## src/rtl/branch_redirect_ctrl_if.sv

```systemverilog
// Purpose: bundles the EX-side request, fetch handshake and redirect controls of branch_redirect_ctrl.
// Latency: none. This is a wiring bundle only.
// Backpressure: if_ready is the fetch-side ready. A pending redirect waits until it is high.
//
// Ports (signals):
//   ex_valid, ex_pc_sel, ex_br_pc  EX-stage redirect request and target (master -> slave)
//   if_ready                       fetch accepts a PC load this cycle (master -> slave)
//   pc_load, pc_target             PC register load strobe and registered target (slave -> master)
//   flush_ifid, flush_idex         pipeline register clears (slave -> master)
//   kill_ex, busy                  wrong-path EX kill and redirect-pending flag (slave -> master)
//   err, redirect_count            sticky target errors and saturating redirect count (slave -> master)
interface branch_redirect_ctrl_if #(
   parameter int PC_W = 9
);
   logic            ex_valid;
   logic            ex_pc_sel;
   logic [31:0]     ex_br_pc;
   logic            if_ready;
   logic            pc_load;
   logic [PC_W-1:0] pc_target;
   logic            flush_ifid;
   logic            flush_idex;
   logic            kill_ex;
   logic            busy;
   logic [1:0]      err;
   logic [15:0]     redirect_count;

   // The master side is the pipeline: EX branch logic plus the fetch unit.
   modport master (
      output ex_valid, ex_pc_sel, ex_br_pc, if_ready,
      input  pc_load, pc_target, flush_ifid, flush_idex, kill_ex, busy, err, redirect_count
   );

   // The slave side is the redirect controller.
   modport slave (
      input  ex_valid, ex_pc_sel, ex_br_pc, if_ready,
      output pc_load, pc_target, flush_ifid, flush_idex, kill_ex, busy, err, redirect_count
   );
endinterface

```

## src/rtl/branch_redirect_ctrl.sv

```systemverilog
// Purpose: captures an EX-resolved redirect and holds it until fetch takes the new PC, squashing wrong-path work.
// Latency: an accept at edge N gives pc_load, flush and kill in cycle N+1 when if_ready is high.
// Backpressure: each low if_ready cycle while pending adds one cycle. Flush and kill stay high throughout.
//
// Ports:
//   clk    rising-edge clock
//   reset  synchronous active-high reset. It has priority over all other inputs.
//   bus    branch_redirect_ctrl_if.slave. The request and fetch handshake come in; the redirect controls go out.
module branch_redirect_ctrl #(
   parameter int PC_W = 9
) (
   input logic                  clk,
   input logic                  reset,
   branch_redirect_ctrl_if.slave bus
);

   typedef enum logic {
      IDLE = 1'b0,
      PEND = 1'b1
   } state_t;

   state_t          state_q, state_d;
   logic [PC_W-1:0] tgt_q, tgt_d;
   logic [1:0]      err_q, err_d;
   logic [15:0]     redirect_cnt_q, redirect_cnt_d;

   logic req;
   logic misaligned;
   logic out_of_range;

   assign req          = bus.ex_valid & bus.ex_pc_sel;
   assign misaligned   = |bus.ex_br_pc[1:0];
   // Fetch PC is only PC_W bits wide, so any upper target bit means the target is unreachable.
   assign out_of_range = |bus.ex_br_pc[31:PC_W];

   // State register
   always_ff @(posedge clk) begin
      if (reset) begin
         state_q        <= IDLE;
         tgt_q          <= '0;
         err_q          <= '0;
         redirect_cnt_q <= '0;
      end else begin
         state_q        <= state_d;
         tgt_q          <= tgt_d;
         err_q          <= err_d;
         redirect_cnt_q <= redirect_cnt_d;
      end
   end

   // Next-state logic
   always_comb begin
      state_d        = state_q;
      tgt_d          = tgt_q;
      err_d          = err_q;
      redirect_cnt_d = redirect_cnt_q;
      if (state_q == IDLE) begin
         if (req) begin
            if (!misaligned && !out_of_range) begin
               state_d = PEND;
               tgt_d   = bus.ex_br_pc[PC_W-1:0];
            end else begin
               // An illegal request is dropped. Only its error causes are recorded, and they are sticky.
               err_d = err_q | {out_of_range, misaligned};
            end
         end
      end else begin
         // The EX request is ignored here because EX holds a wrong-path instruction.
         if (bus.if_ready) begin
            state_d = IDLE;
            if (redirect_cnt_q != 16'hFFFF) begin
               redirect_cnt_d = redirect_cnt_q + 16'd1;
            end
         end
      end
   end

   // Output logic. pc_load is the only output that is not purely registered.
   always_comb begin
      bus.pc_load        = 1'b0;
      bus.flush_ifid     = 1'b0;
      bus.flush_idex     = 1'b0;
      bus.kill_ex        = 1'b0;
      bus.busy           = 1'b0;
      bus.pc_target      = tgt_q;
      bus.err            = err_q;
      bus.redirect_count = redirect_cnt_q;
      if (state_q == PEND) begin
         bus.pc_load    = bus.if_ready;
         bus.flush_ifid = 1'b1;
         bus.flush_idex = 1'b1;
         bus.kill_ex    = 1'b1;
         bus.busy       = 1'b1;
      end
   end

endmodule

```

## src/flat_wrapper.sv

```systemverilog
// flat-port wrapper written by rule: the top's interface ports become plain ports
module branch_redirect_ctrl_flat 
#(
   parameter int PC_W = 9
)
  (clk, reset, bus_ex_valid, bus_ex_pc_sel, bus_ex_br_pc, bus_if_ready, bus_pc_load, bus_pc_target, bus_flush_ifid, bus_flush_idex, bus_kill_ex, bus_busy, bus_err, bus_redirect_count);
  branch_redirect_ctrl_if #(.PC_W(PC_W)) bus_i ();
  input logic clk;
  input logic reset;
  input wire logic [$bits(bus_i.ex_valid)-1:0] bus_ex_valid;
  input wire logic [$bits(bus_i.ex_pc_sel)-1:0] bus_ex_pc_sel;
  input wire logic [$bits(bus_i.ex_br_pc)-1:0] bus_ex_br_pc;
  input wire logic [$bits(bus_i.if_ready)-1:0] bus_if_ready;
  output wire logic [$bits(bus_i.pc_load)-1:0] bus_pc_load;
  output wire logic [$bits(bus_i.pc_target)-1:0] bus_pc_target;
  output wire logic [$bits(bus_i.flush_ifid)-1:0] bus_flush_ifid;
  output wire logic [$bits(bus_i.flush_idex)-1:0] bus_flush_idex;
  output wire logic [$bits(bus_i.kill_ex)-1:0] bus_kill_ex;
  output wire logic [$bits(bus_i.busy)-1:0] bus_busy;
  output wire logic [$bits(bus_i.err)-1:0] bus_err;
  output wire logic [$bits(bus_i.redirect_count)-1:0] bus_redirect_count;
  assign bus_i.ex_valid = bus_ex_valid;
  assign bus_i.ex_pc_sel = bus_ex_pc_sel;
  assign bus_i.ex_br_pc = bus_ex_br_pc;
  assign bus_i.if_ready = bus_if_ready;
  assign bus_pc_load = bus_i.pc_load;
  assign bus_pc_target = bus_i.pc_target;
  assign bus_flush_ifid = bus_i.flush_ifid;
  assign bus_flush_idex = bus_i.flush_idex;
  assign bus_kill_ex = bus_i.kill_ex;
  assign bus_busy = bus_i.busy;
  assign bus_err = bus_i.err;
  assign bus_redirect_count = bus_i.redirect_count;
  branch_redirect_ctrl #(.PC_W(PC_W)) u_core (.clk(clk), .reset(reset), .bus(bus_i));
endmodule
```

## config.mk

```make
export PLATFORM = sky130hd
export DESIGN_NAME = branch_redirect_ctrl_flat
export DESIGN_NICKNAME = d
export VERILOG_FILES = /design/src/rtl/branch_redirect_ctrl_if.sv /design/src/rtl/branch_redirect_ctrl.sv /design/src/flat_wrapper.sv
export SDC_FILE = /design/constraint.sdc
export NUM_CORES = 1
export LEC_CHECK = 0
export ABC_AREA = 1
export CAP_MARGIN = 20
export CORE_ASPECT_RATIO = 0.8
export CORE_MARGIN = 1
export CORE_UTILIZATION = 42
export DETAILED_ROUTE_END_ITERATION = 10
export PLACE_DENSITY_LB_ADDON = 0.2
export REMOVE_ABC_BUFFERS = 1
export SLEW_MARGIN = 20
export SYNTH_ARGS = -nofsm -noshare
export SYNTH_HDL_FRONTEND = slang
export SYNTH_SLANG_ARGS = --single-unit
```

## constraint.sdc

```tcl
create_clock -name clk -period 3.32 [get_ports clk]
set_input_delay 0.664 -clock clk [delete_from_list [all_inputs] [get_ports clk]]
set_output_delay 0.664 -clock clk [all_outputs]
set_load 0.02 [all_outputs]
```

==> metrics.cfg, run 1 <==
[outcome]
outcome = complete, but fails checks
violations = design-rule violations

[cells_and_area]
n_fill_cell = 337
drive_gt1_share_pct = 7.35
num_antenna_cells = 0
nets = 353
utilization_pct = 66.0
area_growth_pct = 46.6

[drt]
via_count = 1648
avgViaCountPerCell = 4.64
ant_nets = 0
dr.pass1.iters = 7
wirelength_um = 3760
drc_errors = 18
wl_per_cell_um = 10.6
drt_iter0_markers = 57

[global_routing]
first_global_vias = 1519
antenna_found_initial = 0
grt_remaining_overflow = 0
grt_usage_pct = 19.5
grt_pass1_wl_um = 6370
grt_max_degree = 18

[logic_synthesis]
yosys.area_share.adder_pct = 0.791
synth_ff_type = dfxtp_1
syn_area_sq_mm = 0.00158
synth_edf_count = 0
yosysMostFrequentCell = nand2_1
synth-simple-area-share_pct = 42.3
avgSynthCellArea_sq_um = 6.38
synthArstFlopShare_pct = 0
ys_types = 26
synth_largest_area_cell = dfxtp_1
synthTopCellsByArea = dfxtp_1, nand2_1, nor2_1
yosysSeqAreaShare_pct = 35.4
yosysWarnings = 0
ys_seq_elements = 28
synth_compound_area_share_pct = 8.54
synth_top_area_share_pct = 35.4
synth_top_family_by_area = simple AND/OR/NAND/NOR gates
postSynthCellCount = 248
synth.area.mux_share_pct = 0
synth-xor-area-share_pct = 3.32
synth_common_cells = nand2_1, nor2_1, dfxtp_1

[clocking]
path_clk_slew_ns = 0.09
cts_made_buffers = 3
cts_tree = built
clk_latency_ns = 0.27
clkSinkCount = 28
postCtsHoldBufs = 0
cts_post_setup_buffers_inserted = 0
cts_buffer_depth = 2
postCtsResizedCells = 0
cts_root_buf = clkbuf_8
h-tree-depth = 1

[worst_setup_path]
start_kind = input port
critPathMaxStageDelay_ns = 0.64
crit_required_ns = 2.66
path_common_cell = clkdlybuf4s50_1
worst_ep_arrival_time_ns = 2.03
cp-end-kind = output pin
crit_family = buffers and inverters
crit_slowest_cell = clkdlybuf4s50_1
path_buf_inv = 3
crit_path_cell_trace = clkdlybuf4s50_1 > nand2_1 > inv_1 > clkdlybuf4s50_1
crit_type = in2out
crit_fanout = 5

[die]
die_area_sq_mm = 0.00402
core_sq_mm = 0.00352
ios = 69
die_width_um = 70.6
rows = 19
start_util_pct = 45.0
die_y_um = 56.9

[sta]
clock_skew_ns = 0.00175
slew_headroom_pct = 59.3
grt_setup_unrepaired = false
tns_ns = 0
fin_crit_ns = 2.70
timing.fmax_mhz = 371
final_hold_viol_count = 0
tightest_slew_ns = 0.610
final.period_utilization_pct = 81.2
slew_violations = 0
setup_viol = 0

[worst_hold_path]
hp-class = reg2reg

[power_and_ir_drop]
ir_drop_uv = 268
powerDensity_mw_per_mm2 = 253
leakage_nw = 0.878

[place]
place_congestion = 0.786
dp.final_hpwl_um = 2950
portBuffers = 68

[job]
maxCapViolations = 0

cell families (layout without fill, tap and decap cells):
family | count (synthesis) | after routing
AOI/OAI and AO/OA | 19 | 19
xor gates and xnor gates | 6 | 6
adders and majority gates | 1 | 1
buffers and inverters | 35 | 100
DFF | 28 | 28
and+or+nand+nor | 159 | 159
per-layer routing:
| layer | track usage [%] | routed length (um) |
|---|---|---|
| met5 | 0 | 0 |
| met4 | 4.57 | 30 |
| met3 | 5.92 | 362 |
| met2 | 34.4 | 1660 |
| met1 | 23.5 | 1710 |
final timing paths:
check        slack (ns)                                   endpoint  depth (start not counted)                                 startpoint
max                0.62                                bus_pc_load                          4                               bus_if_ready
min                0.45       u_core.bus.pc_target[0]$_SDFFE_PP0P_                          2       u_core.bus.pc_target[0]$_SDFFE_PP0P_
max reg2reg        1.62  u_core.bus.redirect_count[7]$_SDFFE_PP0P_                          7  u_core.bus.redirect_count[0]$_SDFFE_PP0P_
min reg2reg        0.45       u_core.bus.pc_target[0]$_SDFFE_PP0P_                          2       u_core.bus.pc_target[0]$_SDFFE_PP0P_
power breakdown:
| group | switching (mW) | leakage, nW | internal [mW] |
|---|---|---|---|
| Clock | 0.101 | 0.0216 | 0.0815 |
| Combinational | 0.0217 | 0.631 | 0.0457 |
| Sequential | 0.000886 | 0.226 | 0.337 |
registers in the layout, summed over array words and instances, names as in the netlist:
signal,cells
u_core.bus.redirect_count,16
u_core.bus.pc_target,9
u_core.bus.err,2
u_core.state_q,1
per-stage QoR:
stage          setup slack [ns]  power [mW]  hold slack [ns]  instance area (sq um)  instances
2_1_floorplan              1.41       0.361            0.525                   1530        240
3_3_place_gp              0.636       0.413            0.432                   2280        352
3_5_place_dp              0.612       0.414            0.437                   2280        352
4_1_cts                   0.607       0.595            0.451                   2320        355
5_1_grt                   0.568       0.614            0.482                   2320        355
6_report                  0.624       0.588            0.449                   2320        355
worst reg2reg max path: cells and delay by family, from the launching register on:
kind	cells	cell delay (ns)
flops	1	0.45
buf+inv	1	0.11
simple gates	3	0.36
compound gates	2	0.46
fa+ha+maj	1	0.28
layout make-up:
class / instances / area, sq um / area share [%]
timing repair buffer: 70 / 696 / 30.0
tap: 42 / 52.6 / 2.26
clock buffer: 3 / 41.3 / 1.78
inverter: 27 / 101 / 4.37
sequential: 28 / 561 / 24.2
multi-input combinational: 185 / 870 / 37.5
cells in the final DEF (no fill, tap or decap):
cell	synthesis	routed
nand2_1	76	76
clkdlybuf4s50_1	0	68
nor2_1	59	59
dfxtp_1	28	28
inv_1	26	26
nand3_1	7	7
nand4_1	7	7
a21oi_2	7	7
a21oi_1	6	6
o21ai_0	4	4
xnor2_1	3	3
xor2_1	3	3
clkbuf_8	0	3
nand2_2	2	2
nor2_4	2	2
nand3_2	2	2
nor2_2	2	2
buf_4	3	2
inv_2	1	1
nand3b_2	1	1
o21ai_4	1	1
o211ai_1	1	1
nor3_1	1	1
ha_1	1	1
(Power assumes the default switching activity.)
==> run 2: changes to the inputs <==
- clock period: 3.32 -> 2.65 ns (I/O delays scaled with it)
==> run 2 against run 1 <==
  * The run still ends with design-rule violations left
  * Final cell count up 0.85%
  * Critical path type unchanged
  * Core utilization rose by 0.82 points
  * Via count grew 3.0%
  * Clock skew up 0.0051 ns
==> metrics.cfg, run 2 (synthesized netlist as in run 1, its figures left out) <==
[outcome]
outcome = complete, but fails checks
violations = design-rule violations

[worst_setup_path]
start_kind = input port
path_buf_inv = 3
ff2ff_setup_slack_ns = 0.96
crit_family = buffers and inverters
worst_ep_arrival_time_ns = 1.76
reg2reg_depth = 7
crit_fanout = 2
crit_slowest_cell = clkdlybuf4s50_1
r2r_start = u_core.bus.redirect_count[0]$_SDFFE_PP0P_
crit_required_ns = 2.12
path_common_cell = clkdlybuf4s50_1
critPathMaxStageDelay_ns = 0.60
crit_path_cell_trace = clkdlybuf4s50_1 > nand2_1 > inv_1 > clkdlybuf4s50_1
cp-end-kind = output pin
crit_type = in2out
reg2reg_to = u_core.bus.redirect_count[11]$_SDFFE_PP0P_

[job]
maxCapViolations = 0

[worst_hold_path]
min_delay_path_depth = 2
hp-class = reg2reg
min_to = u_core.bus.pc_target[0]$_SDFFE_PP0P_
min_from = u_core.bus.pc_target[0]$_SDFFE_PP0P_

[clocking]
h-tree-depth = 1
clk_latency_ns = 0.28
postCtsResizedCells = 0
cts_root_buf = clkbuf_8
cts_made_buffers = 3
path_clk_slew_ns = 0.09
cts_post_setup_buffers_inserted = 0
postCtsHoldBufs = 0
cts_tree = built
clkSinkCount = 28
cts_buffer_depth = 2

[cells_and_area]
num_antenna_cells = 0
stdcell_count = 358
drive_gt1_share_pct = 8.23
utilization_pct = 66.8
largest_reg_flops = 16
layout_common_cells = nand2_1, clkdlybuf4s50_1, nor2_1
area_growth_pct = 48.5
final_common_cell = nand2_1
nets = 355

[sta]
final.period_utilization_pct = 86.4
slew_headroom_pct = 71.3
whs_ns = 0.448
clock_skew_ns = 0.00690
setup_viol = 0
final_hold_viol_count = 0
tightest_slew_ns = 0.431
fin_crit_ns = 2.29
grt_setup_unrepaired = false
slew_violations = 0
timing.fmax_mhz = 437
tns_ns = 0

[die]
rows = 19
die_area_sq_mm = 0.00402
die_y_um = 56.9
ios = 69
core_sq_mm = 0.00352
die_width_um = 70.6
start_util_pct = 45.0

[drt]
ant_nets = 0
drc_errors = 18
wl_per_cell_um = 10.5
dr.pass1.iters = 7
wirelength_um = 3770
drt_iter0_markers = 53
avgViaCountPerCell = 4.74
via_count = 1698

[global_routing]
first_global_vias = 1474
grt_max_degree = 18
grt_usage_pct = 19.3
antenna_found_initial = 0
grt_remaining_overflow = 0
grt_pass1_wl_um = 6270

[power_and_ir_drop]
ir_drop_uv = 390
finalPower_mw = 0.771
powerDensity_mw_per_mm2 = 328
leakage_nw = 0.896

[place]
dp.final_hpwl_um = 2890
place_inst = 354
place_congestion = 0.769
portBuffers = 68

## run 2: how the worst max path moves through the flow
stage	from	end	slack (ns)	cells past startpoint
finish	bus_if_ready	bus_pc_load	0.36	4
global route	bus_if_ready	bus_pc_load	0.31	4
CTS	bus_if_ready	bus_pc_load	0.36	4
detailed placement	bus_if_ready	bus_pc_load	0.37	4
global placement	bus_if_ready	bus_pc_load	0.37	4
floorplan	u_core.state_q$_SDFF_PP0_	bus_pc_load	0.87	2
## run 2: routing by layer
| layer | up-vias | GRT usage (%) | part of all wire, % |
|---|---|---|---|
| met4 | 0 | 4.29 | 1.1 |
| met3 | 7 | 5.75 | 9.4 |
| met5 | - | 0 | 0 |
| met1 | 737 | 23.3 | 45 |
| met2 | 53 | 34.1 | 45 |
| li1 | 901 | - | - |
## run 2: worst min-delay path: stages (launching register included)
cell and delay (ns):
dfxtp_1 0.32, nand2_1 0.06, nor2_1 0.04
## run 2: power breakdown
group	total [mW]	internal [mW]	switching, mW	leakage [nW]
clock	0.263	0.133	0.129	0.0288
combinational	0.0850	0.0573	0.0276	0.642
sequential	0.423	0.422	0.000942	0.226
total	0.771	0.613	0.158	0.896
## run 2: area by class of cell
type	instances	area, sq um
Clock buffer	4	55.1
Inverter	27	101
Sequential cell	28	561
Timing Repair Buffer	72	711
Multi-Input combinational cell	185	870
Fill cell	321	1170
Tap cell	42	52.6
## run 2: stage by stage
stage | instance area [sq um] | setup slack (ns)
floorplan | 1530 | 0.873
global placement | 2290 | 0.374
detailed placement | 2290 | 0.370
CTS | 2350 | 0.364
global route | 2350 | 0.315
finish | 2350 | 0.360
==> run 3: changes to the inputs <==
- CORE_ASPECT_RATIO: 0.8 -> not set
==> run 3 against run 2 <==
  * Largest cell class unchanged
  * Highest routed layer unchanged
  * Register-to-register slack worse by 0.03 ns
  * Clock skew down 0.0017 ns
  * Critical endpoint unchanged
  * The flow now finishes without violations
  * Sequential power about the same
==> metrics.cfg, run 3 (synthesized netlist as in run 1, its figures left out) <==
[outcome]
outcome = finished clean

[worst_setup_path]
r2r_start = u_core.bus.redirect_count[0]$_SDFFE_PP0P_
ff2ff_setup_slack_ns = 0.93
crit_fanout = 2
cp-end-kind = output pin
worst_ep_arrival_time_ns = 1.77
reg2reg_to = u_core.bus.redirect_count[3]$_SDFFE_PP0P_
start_kind = input port
crit_required_ns = 2.12
crit_type = in2out
reg2reg_depth = 7
startpoint = bus_if_ready
crit_end = bus_pc_load

[drt]
drc_errors = 0
wl_met1_um = 1670
wirelength_um = 3700
wl_per_cell_um = 10.2
dr.pass1.iters = 4
top_layer_used = met4
drt_iter0_markers = 60
met3_length_um = 320
wl_met2_um = 1690
via_count = 1717
avgViaCountPerCell = 4.74
ant_nets = 0

[power_and_ir_drop]
comb_power_share_pct = 10.0
internal_power_mw = 0.682
powerDensity_mw_per_mm2 = 355
leakage_nw = 0.903
power_frac_seq_pct = 50.3
finalPower_mw = 0.841
p_sw_share_pct = 18.9
power_switching_mw = 0.159
ir_drop_uv = 227
power_frac_clock_pct = 39.6

[cells_and_area]
layout_common_cells = nand2_1, clkdlybuf4s50_1, nor2_1
nets = 355
num_antenna_cells = 0
stdcell_count = 362
area_growth_pct = 49.8
largest_reg_flops = 16
drive_gt1_share_pct = 8.23
final_common_cell = nand2_1
final_area_sq_mm = 0.00237
seq_area_sq_um = 561
multi_input_area_sq_um = 870
n_fill_cell = 325

[global_routing]
grt_remaining_overflow = 0
grt_usage_pct = 19.0
first_global_vias = 1515
antenna_found_initial = 0
grt_pass1_wl_um = 6290
grt_max_degree = 18

[sta]
slew_violations = 0
timing.fmax_mhz = 435
tns_ns = 0
final_hold_viol_count = 0
whs_ns = 0.451
tightest_slew_ns = 0.410
final.period_utilization_pct = 86.8
setup_viol = 0
fin_crit_ns = 2.30
grt_setup_unrepaired = false
slew_headroom_pct = 72.7
clock_skew_ns = 0.00519

[clocking]
h-tree-depth = 1
cts_tree = built
clkSinkCount = 28
cts_post_setup_buffers_inserted = 0
path_clk_slew_ns = 0.09
postCtsHoldBufs = 0
cts_root_buf = clkbuf_8
clk_latency_ns = 0.27
postCtsResizedCells = 0
cts_made_buffers = 3
cts_buffer_depth = 2

[die]
core_sq_mm = 0.00347
die_y_um = 63.4
die_width_um = 63.4
start_util_pct = 45.6
rows = 21
die_area_sq_mm = 0.00402
ios = 69

[place]
place_inst = 358
dp.final_hpwl_um = 2760
portBuffers = 68
dpl_cell_area_sq_mm = 0.00230
place_congestion = 0.837

[job]
maxCapViolations = 0

[worst_hold_path]
hp-class = reg2reg

[run 3: layout make-up]
class | count | share of cell area [%]
multi-input cells | 185 | 36.7
clock buffers | 3 | 1.74
well taps | 46 | 2.43
flip-flops and latches | 28 | 23.6
clock inverters | 1 | 1.27
repair buffers | 72 | 30.0
inverters | 27 | 4.27
[run 3: how the worst min path moves through the flow]
| stage | to | cells past startpoint | from |
|---|---|---|---|
| 2_1_floorplan | u_core.bus.pc_target[0]$_SDFFE_PP0P_ | 2 | u_core.bus.pc_target[0]$_SDFFE_PP0P_ |
| 3_3_place_gp | u_core.bus.pc_target[0]$_SDFFE_PP0P_ | 2 | u_core.bus.pc_target[0]$_SDFFE_PP0P_ |
| 3_5_place_dp | u_core.bus.pc_target[1]$_SDFFE_PP0P_ | 2 | u_core.bus.pc_target[1]$_SDFFE_PP0P_ |
| 4_1_cts | u_core.bus.pc_target[1]$_SDFFE_PP0P_ | 2 | u_core.bus.pc_target[1]$_SDFFE_PP0P_ |
| 5_1_grt | u_core.bus.pc_target[0]$_SDFFE_PP0P_ | 2 | u_core.bus.pc_target[0]$_SDFFE_PP0P_ |
| 6_report | u_core.bus.pc_target[1]$_SDFFE_PP0P_ | 2 | u_core.bus.pc_target[1]$_SDFFE_PP0P_ |
[run 3: power by group through the flow]
stage                     Clock, mW  Sequential [mW]  Combinational (mW)
after floorplan                   0            0.436              0.0170
after global placement            0            0.433              0.0831
after detailed placement          0            0.433              0.0849
after CTS                     0.340            0.423              0.0851
after global routing          0.357            0.424              0.0917
final                         0.333            0.423              0.0845
[run 3: metal layers]
| metal | vias up | GRT usage [%] |
|---|---|---|
| met5 | - | 0 |
| met4 | 0 | 7.39 |
| met3 | 2 | 3.44 |
| met2 | 56 | 33.2 |
| met1 | 763 | 22.7 |
| li1 | 896 | - |
[run 3: per-stage QoR]
| step | setup slack (ns) | utilization, % |
|---|---|---|
| after global routing | 0.266 | 68.4 |
| final | 0.349 | 68.4 |
| after detailed placement | 0.355 | 66.3 |
| after floorplan | 0.873 | - |
| after CTS | 0.349 | 68.4 |
| after global placement | 0.393 | 66.3 |
[run 3: worst max-delay path, cell delays in order]
cell	delay (ns)
clkdlybuf4s50_1	0.48
nand2_1	0.07
inv_1	0.09
clkdlybuf4s50_1	0.60
